File: config.mk
export PLATFORM = sky130hd
export DESIGN_NAME = fifo_wr_arbiter
export DESIGN_NICKNAME = d
export VERILOG_FILES = /design/src/rtl/fifo_wr_arbiter.sv
export SDC_FILE = /design/constraint.sdc
export NUM_CORES = 1
export LEC_CHECK = 0
export CAP_MARGIN = 20
export CORE_MARGIN = 2
export CORE_UTILIZATION = 35
export DETAILED_ROUTE_END_ITERATION = 10
export PLACE_DENSITY_LB_ADDON = 0.08
export SLEW_MARGIN = 20
export SYNTH_ARGS = -nofsm -noshare
export SYNTH_HDL_FRONTEND = slang
export SYNTH_SLANG_ARGS = --single-unit
export TNS_END_PERCENT = 20
File: constraint.sdc
create_clock -name wclk -period 2.4 [get_ports wclk]
set_clock_uncertainty 0.15 [all_clocks]
set_input_delay 0.72 -clock wclk [delete_from_list [all_inputs] [get_ports wclk]]
set_output_delay 0.72 -clock wclk [all_outputs]
set_load 0.02 [all_outputs]
File: src/rtl/fifo_wr_arbiter.sv
// fifo_wr_arbiter: round-robin, burst-limited sharing of one FIFO write port
// Optional build macro FIFO_WR_ARB_LOCK_EN adds the lock input.
// Ports: wclk/wrst     write clock, sync active-high reset
//        req/wr_data   per-requester word-available level and flattened data
//        full          FIFO full flag
//        lock          (FIFO_WR_ARB_LOCK_EN) per-requester burst-limit override
//        ack/w_en      word consumed this cycle (combinational)
//        gnt/busy      registered current owner, grant-held flag
//        data_in       granted requester's word, 0 when idle
module fifo_wr_arbiter #(
    parameter int NUM_REQ    = 4,
    parameter int DATA_WIDTH = 8,
    parameter int MAX_BURST  = 4
) (
    input  logic                          wclk,
    input  logic                          wrst,
    input  logic [NUM_REQ-1:0]            req,
    input  logic [NUM_REQ*DATA_WIDTH-1:0] wr_data,
    input  logic                          full,
`ifdef FIFO_WR_ARB_LOCK_EN
    input  logic [NUM_REQ-1:0]            lock,
`endif
    output logic [NUM_REQ-1:0]            ack,
    output logic [NUM_REQ-1:0]            gnt,
    output logic                          w_en,
    output logic [DATA_WIDTH-1:0]         data_in,
    output logic                          busy
);
    localparam int PW = $clog2(NUM_REQ);
    localparam int BW = $clog2(MAX_BURST + 1);

    typedef enum logic {IDLE, OWN} state_t;

    state_t             st, st_n;
    logic [NUM_REQ-1:0] gnt_n, excl;
    logic [BW-1:0]      burst_cnt, cnt_n;
    logic [PW-1:0]      prio_ptr, ptr_n, g, g_nxt;
    logic               last, lock_g, lim, rel;

    // First set bit of m at or after p, wrapping modulo NUM_REQ, as one-hot.
    function automatic logic [NUM_REQ-1:0] rr_pick(input logic [NUM_REQ-1:0] m, input logic [PW-1:0] p);
        logic [NUM_REQ-1:0] r;
        logic               found;
        logic [PW-1:0]      j;
        int                 jj;
        r     = '0;
        found = 1'b0;
        for (int k = 0; k < NUM_REQ; k++) begin
            jj = int'(p) + k;
            jj = (jj >= NUM_REQ) ? jj - NUM_REQ : jj;
            j  = PW'(jj);
            if (!found && m[j]) begin
                r[j]  = 1'b1;
                found = 1'b1;
            end
        end
        return r;
    endfunction

    always_comb begin
        g       = '0;
        data_in = '0;
        for (int i = 0; i < NUM_REQ; i++) begin
            if (gnt[i]) g = PW'(i);
            data_in = data_in | ({DATA_WIDTH{gnt[i]}} & wr_data[i*DATA_WIDTH +: DATA_WIDTH]);
        end
    end

`ifdef FIFO_WR_ARB_LOCK_EN
    assign lock_g = lock[g];
`else
    assign lock_g = 1'b0;
`endif

    // Reset gates the write port immediately, before gnt is cleared at the edge.
    assign ack   = gnt & req & {NUM_REQ{~full & ~wrst}};
    assign w_en  = |ack;
    assign last  = burst_cnt == BW'(MAX_BURST - 1);
    assign lim   = w_en & last & ~lock_g;
    assign rel   = ~req[g] | lim;
    assign g_nxt = (g == PW'(NUM_REQ - 1)) ? '0 : g + 1'b1;
    // A burst-limited owner sits out the re-grant it triggers.
    assign excl  = lim ? gnt : '0;

    always_comb begin
        st_n  = st;
        gnt_n = gnt;
        cnt_n = burst_cnt;
        ptr_n = prio_ptr;
        if (st == IDLE) begin
            if (|req) begin
                gnt_n = rr_pick(req, prio_ptr);
                cnt_n = '0;
                st_n  = OWN;
            end
        end else if (rel) begin
            ptr_n = g_nxt;
            gnt_n = rr_pick(req & ~excl, g_nxt);
            cnt_n = '0;
            st_n  = (|gnt_n) ? OWN : IDLE;
        end else if (w_en && !last) begin
            cnt_n = burst_cnt + 1'b1;
        end
    end

    always_ff @(posedge wclk) begin
        if (wrst) begin
            st        <= IDLE;
            gnt       <= '0;
            burst_cnt <= '0;
            prio_ptr  <= '0;
            busy      <= 1'b0;
        end else begin
            st        <= st_n;
            gnt       <= gnt_n;
            burst_cnt <= cnt_n;
            prio_ptr  <= ptr_n;
            busy      <= st_n == OWN;
        end
    end
endmodule

---- Word level (Yosys, flattened, before mapping) ----
Index checks and enable logic that the tools add are counted.
storage, ports and cells
  bits in registers ....................... 10
  input bits .............................. 39
cells by class
  $add $sub $neg .......................... 16
  order comparisons ....................... 25
  equality and inequality tests ........... 4
  multiplexer cells ....................... 98
  bitwise logic cells ..................... 23
  reductions and logical operators ........ 29
operators by type and width
  cell                                                         count
  two-way mux 4 bit                                            26
  two-way mux 1 bit                                            40
  bitwise AND 8 bit                                            4
  less-than comparator 2 x 3 -> 1 bit (second input constant)  9
  OR 4 bit                                                     6
  OR 8 bit                                                     3
  two-way mux 2 bit                                            11
  binary-select mux 1 bit (select 2 bit)                       9
  >= comparator 3 bit (second input constant)                  6
  demux 1 bit (select 2 bit)                                   8
  >= comparator 2 x 1 -> 1 bit (second input constant)         8
  subtractor 2 x 1 -> 2 bit (second input constant)            8
  logical AND 1 bit                                            15
  adder 2 x 2 -> 3 bit (second input constant)                 4
  bitwise AND 4 bit                                            3
  two-way mux 3 bit                                            4
  OR reduction 4 bit                                           3
  zero test 1 bit                                              7
  adder 2 x 1 -> 3 bit (second input constant)                 2
  >= comparator 2 x 3 -> 1 bit (second input constant)         2
  AND reduction 2 bit                                          3
  inverter 4 bit                                               1
  adder 3 x 1 -> 3 bit (second input constant)                 1
  equality test 3 x 2 -> 1 bit (second input constant)         1
  other kinds (8)                                              11

---- Longest topological paths before layout ----
  depth after elaboration ................. 32
  depth in mapped cells ................... 9

---- Least setup slack after synthesis ----
OpenSTA, ideal clock, no wires.
  path type ............................... reg2reg
  start ................................... reg burst_cnt[0]
  end ..................................... reg gnt[1]
  library setup time ...................... 0.130 ns
  data arrival time ....................... 2.272 ns
  data required time ...................... 2.120 ns
  path slack .............................. -0.152 ns
  stages on the path, launching flop included .. 9
  buffers on the path ..................... 0
  clock period less this slack ............ 2.552 ns
  cell sequence ........................... dfxtp_1 ha_1 ha_1 nor3b_2 a21o_1 a221oi_1 nor3_2 a2111oi_0 o31ai_1
between the ends
  longest elaborated chain between the ends .. 27
  elaborated cells between the ends (all ways) .. 48
  classes of those cells .................. eq/ne: 2; mux: 32; bitwise: 7; reduce/logical: 7
ends and longest elaborated chain
  item                                     line  source
  start, declared                          36    logic [BW-1:0] burst_cnt, cnt_n;
  start signal, assigned                   116   burst_cnt <= cnt_n;
  equality test 3 x 2 -> 1 bit (*)         78    assign last = burst_cnt == BW'(MAX_BURST - 1);
  bitwise AND 1 bit (*)                    79    assign lim = w_en & last & ~lock_g;
  two-way mux 4 bit                        83    assign excl = lim ? gnt : '0;
  inverter 4 bit                           98    gnt_n = rr_pick(req & ~excl, g_nxt);
  bitwise AND 4 bit                        98
  binary-select mux 1 bit (select 2 bit)   52    if (!found && m[j]) begin
  two-way mux 1 bit (not written as such)  52
  two-way mux 1 bit                        52
  [11 not listed]                          -
  two-way mux 1 bit                        90    if (st == IDLE) begin
  zero test 1 bit                          52
  logical AND 1 bit                        52
  two-way mux 4 bit                        52
  two-way mux 4 bit                        96    end else if (rel) begin
  two-way mux 4 bit                        90
  two-way mux 4 bit                        96
  two-way mux 4 bit                        90
  end signal, assigned                     115   gnt <= gnt_n;
  end, declared                            24    output logic [NUM_REQ-1:0] gnt,
Every way passes the cells marked *; elsewhere a longest branch is shown, timed or not. The select of a mux whose other input is x is not followed.
A chain may end at the register's enable or synchronous reset.

---- Final worst setup path ----
  start ................................... reg burst_cnt[1]
  end ..................................... reg gnt[1]
The elaborated chain is that of the path after synthesis.

==> results.txt <==
status: complete, but fails checks
failing checks: negative setup slack
# hold bufs at CTS: 0
post-DP HPWL: 4.09 mm
most frequent cells in the layout: buf_4 (51), clkdlybuf4s50_1 (36), nand2_1 (18)
post-place setup slack: -0.803 ns
Crit path top cell by count: ha_4
routed len/inst: 16.7 µm
main combinational cell family by area after synthesis: compound AO/OA/AOI/OAI gates
Sw Ratio: 47.6%
most common cell after layout, fill and taps aside: buf_4
Top Ports: 57
Synth async-reset ratio: 0%
sequential-to-total area share from yosys stat: 13.4%
DR pass1 iterations: 4
final setup vio count: 7
fin crit period: 2.58 ns
antenna violations before repair: 0
Mean Syn Cell Area: 7.81 µm²
worst-path fanout max: 6
M3 GR Usage: 4.22%
Area Overhead vs Synth: 81.5%
Psw: 1450 µW
layout cells sized above 1: 41.6%
Seq cells post-synth: 10
max_cap viols: 0
GR Util All Layers: 23.0%
GR Util met2: 38.1%
vias in the first global route: 1931
VDD IR max: 585 µV
PortBufs: 56
synth warn: 0
Final Instance Count excl. Fillers: 343
CTS tree: yes
clk sinks: 10
CP Buf/Inv Count: 1
placed insts: 332
Ant. Diodes: 0
total number of vias: 1935
Yosys cell types: 53
number of flops mapped to enable cells by yosys: 0
top post-synthesis cells by area: dfxtp_1 (13%), ha_1 (8.4%), a22oi_1 (8.1%)
Synth top area share: 13.4%
Slew headroom: 66.0%
CP max stage cell: a221oi_4
Max Freq: 388 MHz
first-pass GRT wire length: 9.16 mm
root buf cell: clkbuf_8
WS Path Type: register to register
Layout Nets: 343
Top delay family on crit path: compound AO/OA/AOI/OAI gates
RSZ-0062 raised after global routing: yes
Die X: 69.3 µm
core area: 4060 µm²
largest net degree at the start of global routing: 13
initial DRC count: 27
Comb power frac: 84.1%
Synth Flop Type: dfxtp_1
drt total wl: 5.72 mm
syn_nets: 240
Startpoint Class: register
crit path cell chain: ha_4 > ha_4 > nor3b_4 > buf_4 > a21o_1 > a221oi_4 > nor3_4 > a2111oi_2 > o31ai_1
cell area after synthesis: 1490 µm²
worst skew pair latency: 0.24 ns
internal power: 1590 µW
leading area contributor after synthesis: dfxtp_1
clock-pin slew on the worst setup and hold paths: 0.05 ns
Syn Inst Count: 191
Slew Viols, Final: 0
global route overflow: 0
hold crit path type: register to register
Clock Tree Buf Depth: 2
setup slack after layout: -0.180 ns
sequential fraction of design power: 8.9%
Final ANT Viol Nets: 0
H-tree depth: 1
Initial Utilization: 36.8%
Final Hold Fails: 0
GR met1 Demand/Resource: 30.6%
simple-gate area share of the yosys netlist: 26.1%
mux cell area share after synthesis: 12.9%
gr busiest metal: met2
Synth Area in Compound Gates: 31.1%
crit end category: register
Placer Congestion: 0.902
DR DRC count: 0
Final Hold Slack: 0.345 ns
Via density: 5.64
slowest stage delay, CP: 0.48 ns
Pleak: 0.00118 µW
clock share of power: 7.0%
# rows: 23
Synth Area in Adders: 8.39%
die area: 4800 µm²
Worst EP required: 2.37 ns
Slew @ Worst Pin: 0.510 ns
Inserted Clock Buffers: 3
die height: 69.3 µm
xor/xnor share of the synthesized area: 0%
post-layout util: 66.7%
period utilization: 107%
PD cells: 1120 nW/µm²
crit path DAT: 2.55 ns
[registers in the layout, indices dropped and copies added (netlist names)]
| name | cells |
|---|---|
| burst_cnt | 3 |
| gnt | 4 |
| prio_ptr | 2 |
| st | 1 |
[routing by layer]
layer  up-vias  wire, µm
met2        74      2730
met1       909      2540
met4         0       109
met3         8       341
li1        944         -
met5         -         0
[metrics by stage]
| step | power (µW) | area (µm²) | setup TNS, ns |
|---|---|---|---|
| after floorplan | 1620 | 1510 | -0.558 |
| after global routing | 3260 | 2710 | -1.60 |
| final | 3040 | 2710 | -0.681 |
| after detailed placement | 2460 | 2420 | -12.35 |
| after CTS | 2950 | 2670 | -0.632 |
| after global placement | 2460 | 2420 | -12.39 |
[layout make-up]
class	instances	area, µm²
Tap cell	50	62.6
Fill cell	376	1350
Clock buffer	4	55.1
Timing Repair Buffer	112	947
Sequential cell	10	203
Multi-Input combinational cell	154	1390
Inverter	13	48.8
[worst reg2reg max path, cell delays in order, from the launching register on]
cell       delay (ns)
dfxtp_2          0.33
ha_4             0.16
ha_4             0.16
nor3b_4          0.16
buf_4            0.14
a21o_1           0.18
a221oi_4         0.48
nor3_4           0.15
a2111oi_2        0.42
o31ai_1          0.13
[worst paths after layout]
kind / from / endpoint / slack, ns / depth (start not counted)
min reg2reg: burst_cnt[2] / burst_cnt[2] / 0.34 / 2
max reg2reg: burst_cnt[1] / gnt[1] / -0.18 / 9
min: burst_cnt[2] / burst_cnt[2] / 0.34 / 2
max: burst_cnt[1] / gnt[1] / -0.18 / 9
[power by group through the flow]
stage          clock network (µW)  registers, µW  logic [µW]
2_1_floorplan                   0            306        1310
3_3_place_gp                    0            266        2200
3_5_place_dp                    0            267        2200
4_1_cts                       221            268        2460
5_1_grt                       224            275        2760
6_report                      213            269        2560
[cell usage after synthesis (all sizes together) (5+ instances only)]
| master | number |
|---|---|
| a2111oi | 5 |
| a21oi | 5 |
| a22oi | 16 |
| buf | 8 |
| clkbuf | 6 |
| dfxtp | 10 |
| ha | 10 |
| inv | 13 |
| mux2i | 11 |
| nand2 | 19 |
| nor2 | 13 |
| nor2b | 5 |
| nor3 | 7 |
| nor4 | 8 |
[logic make-up (layout without fill, tap and decap cells)]
family,count (synthesis),in the layout
compound gates,59,59
buf+inv,27,129
fa+ha+maj,10,10
simple gates,70,70
flops,10,10
mux,15,15
[repair_timing]
action | CTS | global route
resized for setup | 110 | 14
pin swaps | 16 | 10
gates cloned | 1 | 0
setup endpoints to repair | 24 | 17
setup buffers | 5 | 1
No activity file was read; power rests on OpenSTA's default activity.
==> RTL change: new RTL, same settings <==
Make the reset (`wrst`) asynchronous in one clocked block. Comments in the files are not updated.
--- a/src/rtl/fifo_wr_arbiter.sv
+++ b/src/rtl/fifo_wr_arbiter.sv
@@ -105,3 +105,3 @@
 
-    always_ff @(posedge wclk) begin
+    always_ff @(posedge wclk or posedge wrst) begin
         if (wrst) begin
Behaviour: differs if wrst is asserted again (counterexample within 4 cycles, from zero or initial values and one cycle with wrst high); with wrst held inactive, the same outputs for 4 cycles.
==> RTL change against the original RTL <==
The flow still finishes with violations (negative setup slack). Power up 29%. Sequential cell count did not move. Die area increased by 3.2%. Design area up 5.3%. Area after synthesis grew 3.4%. Worst setup slack worse by 58 ps. Via count decreased by 0.26%. Routed wire length shrank 2.7%. Hold slack worse by 8.3 ps. Count of clock-buffer cells in the layout is the same. Global-route usage shrank 1.0 points.
==> RTL change: results <==
export IMPL_synth_main_ff_cell="sky130_fd_sc_hd__dfrtp_1"
export IMPL_numPlacedInstances=340
export IMPL_grt_usage=0.219
export IMPL_non_filler_instance_count_after_layout=356
export IMPL_cp_top_family="simple AND/OR/NAND/NOR gates"
export IMPL_worst_ir_drop_vdd_v=0.00110
export IMPL_globalRouteMet1Util=0.290
export IMPL_worst_r2r_path_depth=10
export IMPL_syn_inst=194
export IMPL_netlist_cell_type_count=55
export IMPL_worst_path_largest_cell_delay_ps=390
export IMPL_vias_per_std_cell=5.42
export IMPL_top_area_cells_in_the_synthesized_netlist="sky130_fd_sc_hd__dfrtp_1 (16%), sky130_fd_sc_hd__ha_1 (8.1%), sky130_fd_sc_hd__a22oi_1 (7.8%)"
export IMPL_final_nets=354
export IMPL_drive_gt1_frac=0.461
export IMPL_r2r_end="gnt[0]$_DFFE_PP0P_"
export IMPL_violations="negative setup slack"
export IMPL_ys_seq_area_frac=0.162
export IMPL_grt_use_met2=0.363
export IMPL_detail_route_first_pass_iterations=5
export IMPL_layout_setup_ws_ps=-238
export IMPL_global_route_wire_length_before_repair_mm=8.74
export IMPL_place_detailed_hpwl_mm=4.10
export IMPL_worst_endpoint_arrival_ps=2610
export IMPL_worst_slew_pin_slew_ps=420
export IMPL_synth_cells_most_frequent="sky130_fd_sc_hd__nand2_1 (27), sky130_fd_sc_hd__a22oi_1 (16), sky130_fd_sc_hd__nor2_1 (11)"
export IMPL_run_status="complete, but fails checks"
export IMPL_filler_cell_count=379
export IMPL_post_place_ws_ps=-837
export IMPL_regToRegSetupSlack_ps=-240
export IMPL_final_setup_vio_count=10
export IMPL_crit_path_top_delay_cell="sky130_fd_sc_hd__dfrtp_1"
export IMPL_ys_async_sr_fraction=1.00
[RTL change: changes by cell type after synthesis, sizes merged, moves of 4 or more]
| cell | change |
|---|---|
| nor3b | +4 |
| o21ai | +6 |
| mux2i | -8 |
| a21oi | +5 |
| nor4 | -7 |
| a2111oi | -4 |
| a222oi | +5 |
| dfrtp | +10 |
| nand2 | +8 |
| dfxtp | -10 |
[RTL change: cell type report]
type | instances | area, um^2 | share of cell area
multi-input combinational | 160 | 1430 | 0.500
timing repair buffer | 120 | 1010 | 0.356
sequential | 10 | 251 | 0.0883
tap | 52 | 65.1 | 0.0228
clock buffer | 4 | 55.1 | 0.0193
inverter | 10 | 37.5 | 0.0132
[RTL change: cells by family after synthesis]
family | after synthesis | synth area share
compound gates | 64 | 0.319
fa+ha+maj | 10 | 0.0812
buf+inv | 24 | 0.0666
flops | 10 | 0.162
mux | 9 | 0.0885
simple gates | 77 | 0.282
[RTL change: how the worst max path moves through the flow]
stage / start / to / slack [ps] / cells after the start
6_report: burst_cnt[1]$_DFFE_PP0P_ / gnt[0]$_DFFE_PP0P_ / -240 / 10
3_5_place_dp: wrst / w_en / -840 / 4
2_1_floorplan: gnt[1]$_DFFE_PP0P_ / gnt[0]$_DFFE_PP0P_ / -80 / 10
4_1_cts: burst_cnt[0]$_DFFE_PP0P_ / gnt[2]$_DFFE_PP0P_ / -240 / 9
5_1_grt: burst_cnt[1]$_DFFE_PP0P_ / gnt[2]$_DFFE_PP0P_ / -330 / 11
3_3_place_gp: wrst / w_en / -810 / 4
[RTL change: layer usage]
metal | part of all wire | wire length (um)
met1 | 0.45 | 2490
met2 | 0.46 | 2580
met3 | 0.072 | 402
met4 | 0.017 | 95
met5 | 0 | 0
[RTL change: power by group]
group,internal (uW),switching (uW),total (uW)
sequential,248,68.1,316
clock,145,79.1,224
combinational,1740,1640,3380
total,2130,1790,3920
[RTL change: stage by stage]
step	TNS [ps]	total power [uW]	hold WS, ps	cell area (um^2)
finish	-1210	3920	337	2850
global route	-2160	4210	388	2850
CTS	-1030	3650	361	2660
detailed placement	-12830	3340	376	2580
global placement	-12600	3330	355	2580
floorplan	-395	2240	330	1650
[RTL change: repair_timing]
item                       in CTS  in global routing
hold endpoints to repair        0                  0
setup buffers                   7                  6
resized for setup              82                 31
setup endpoints to repair      24                 19
pin swaps                      16                 20
cloned                          0                  0
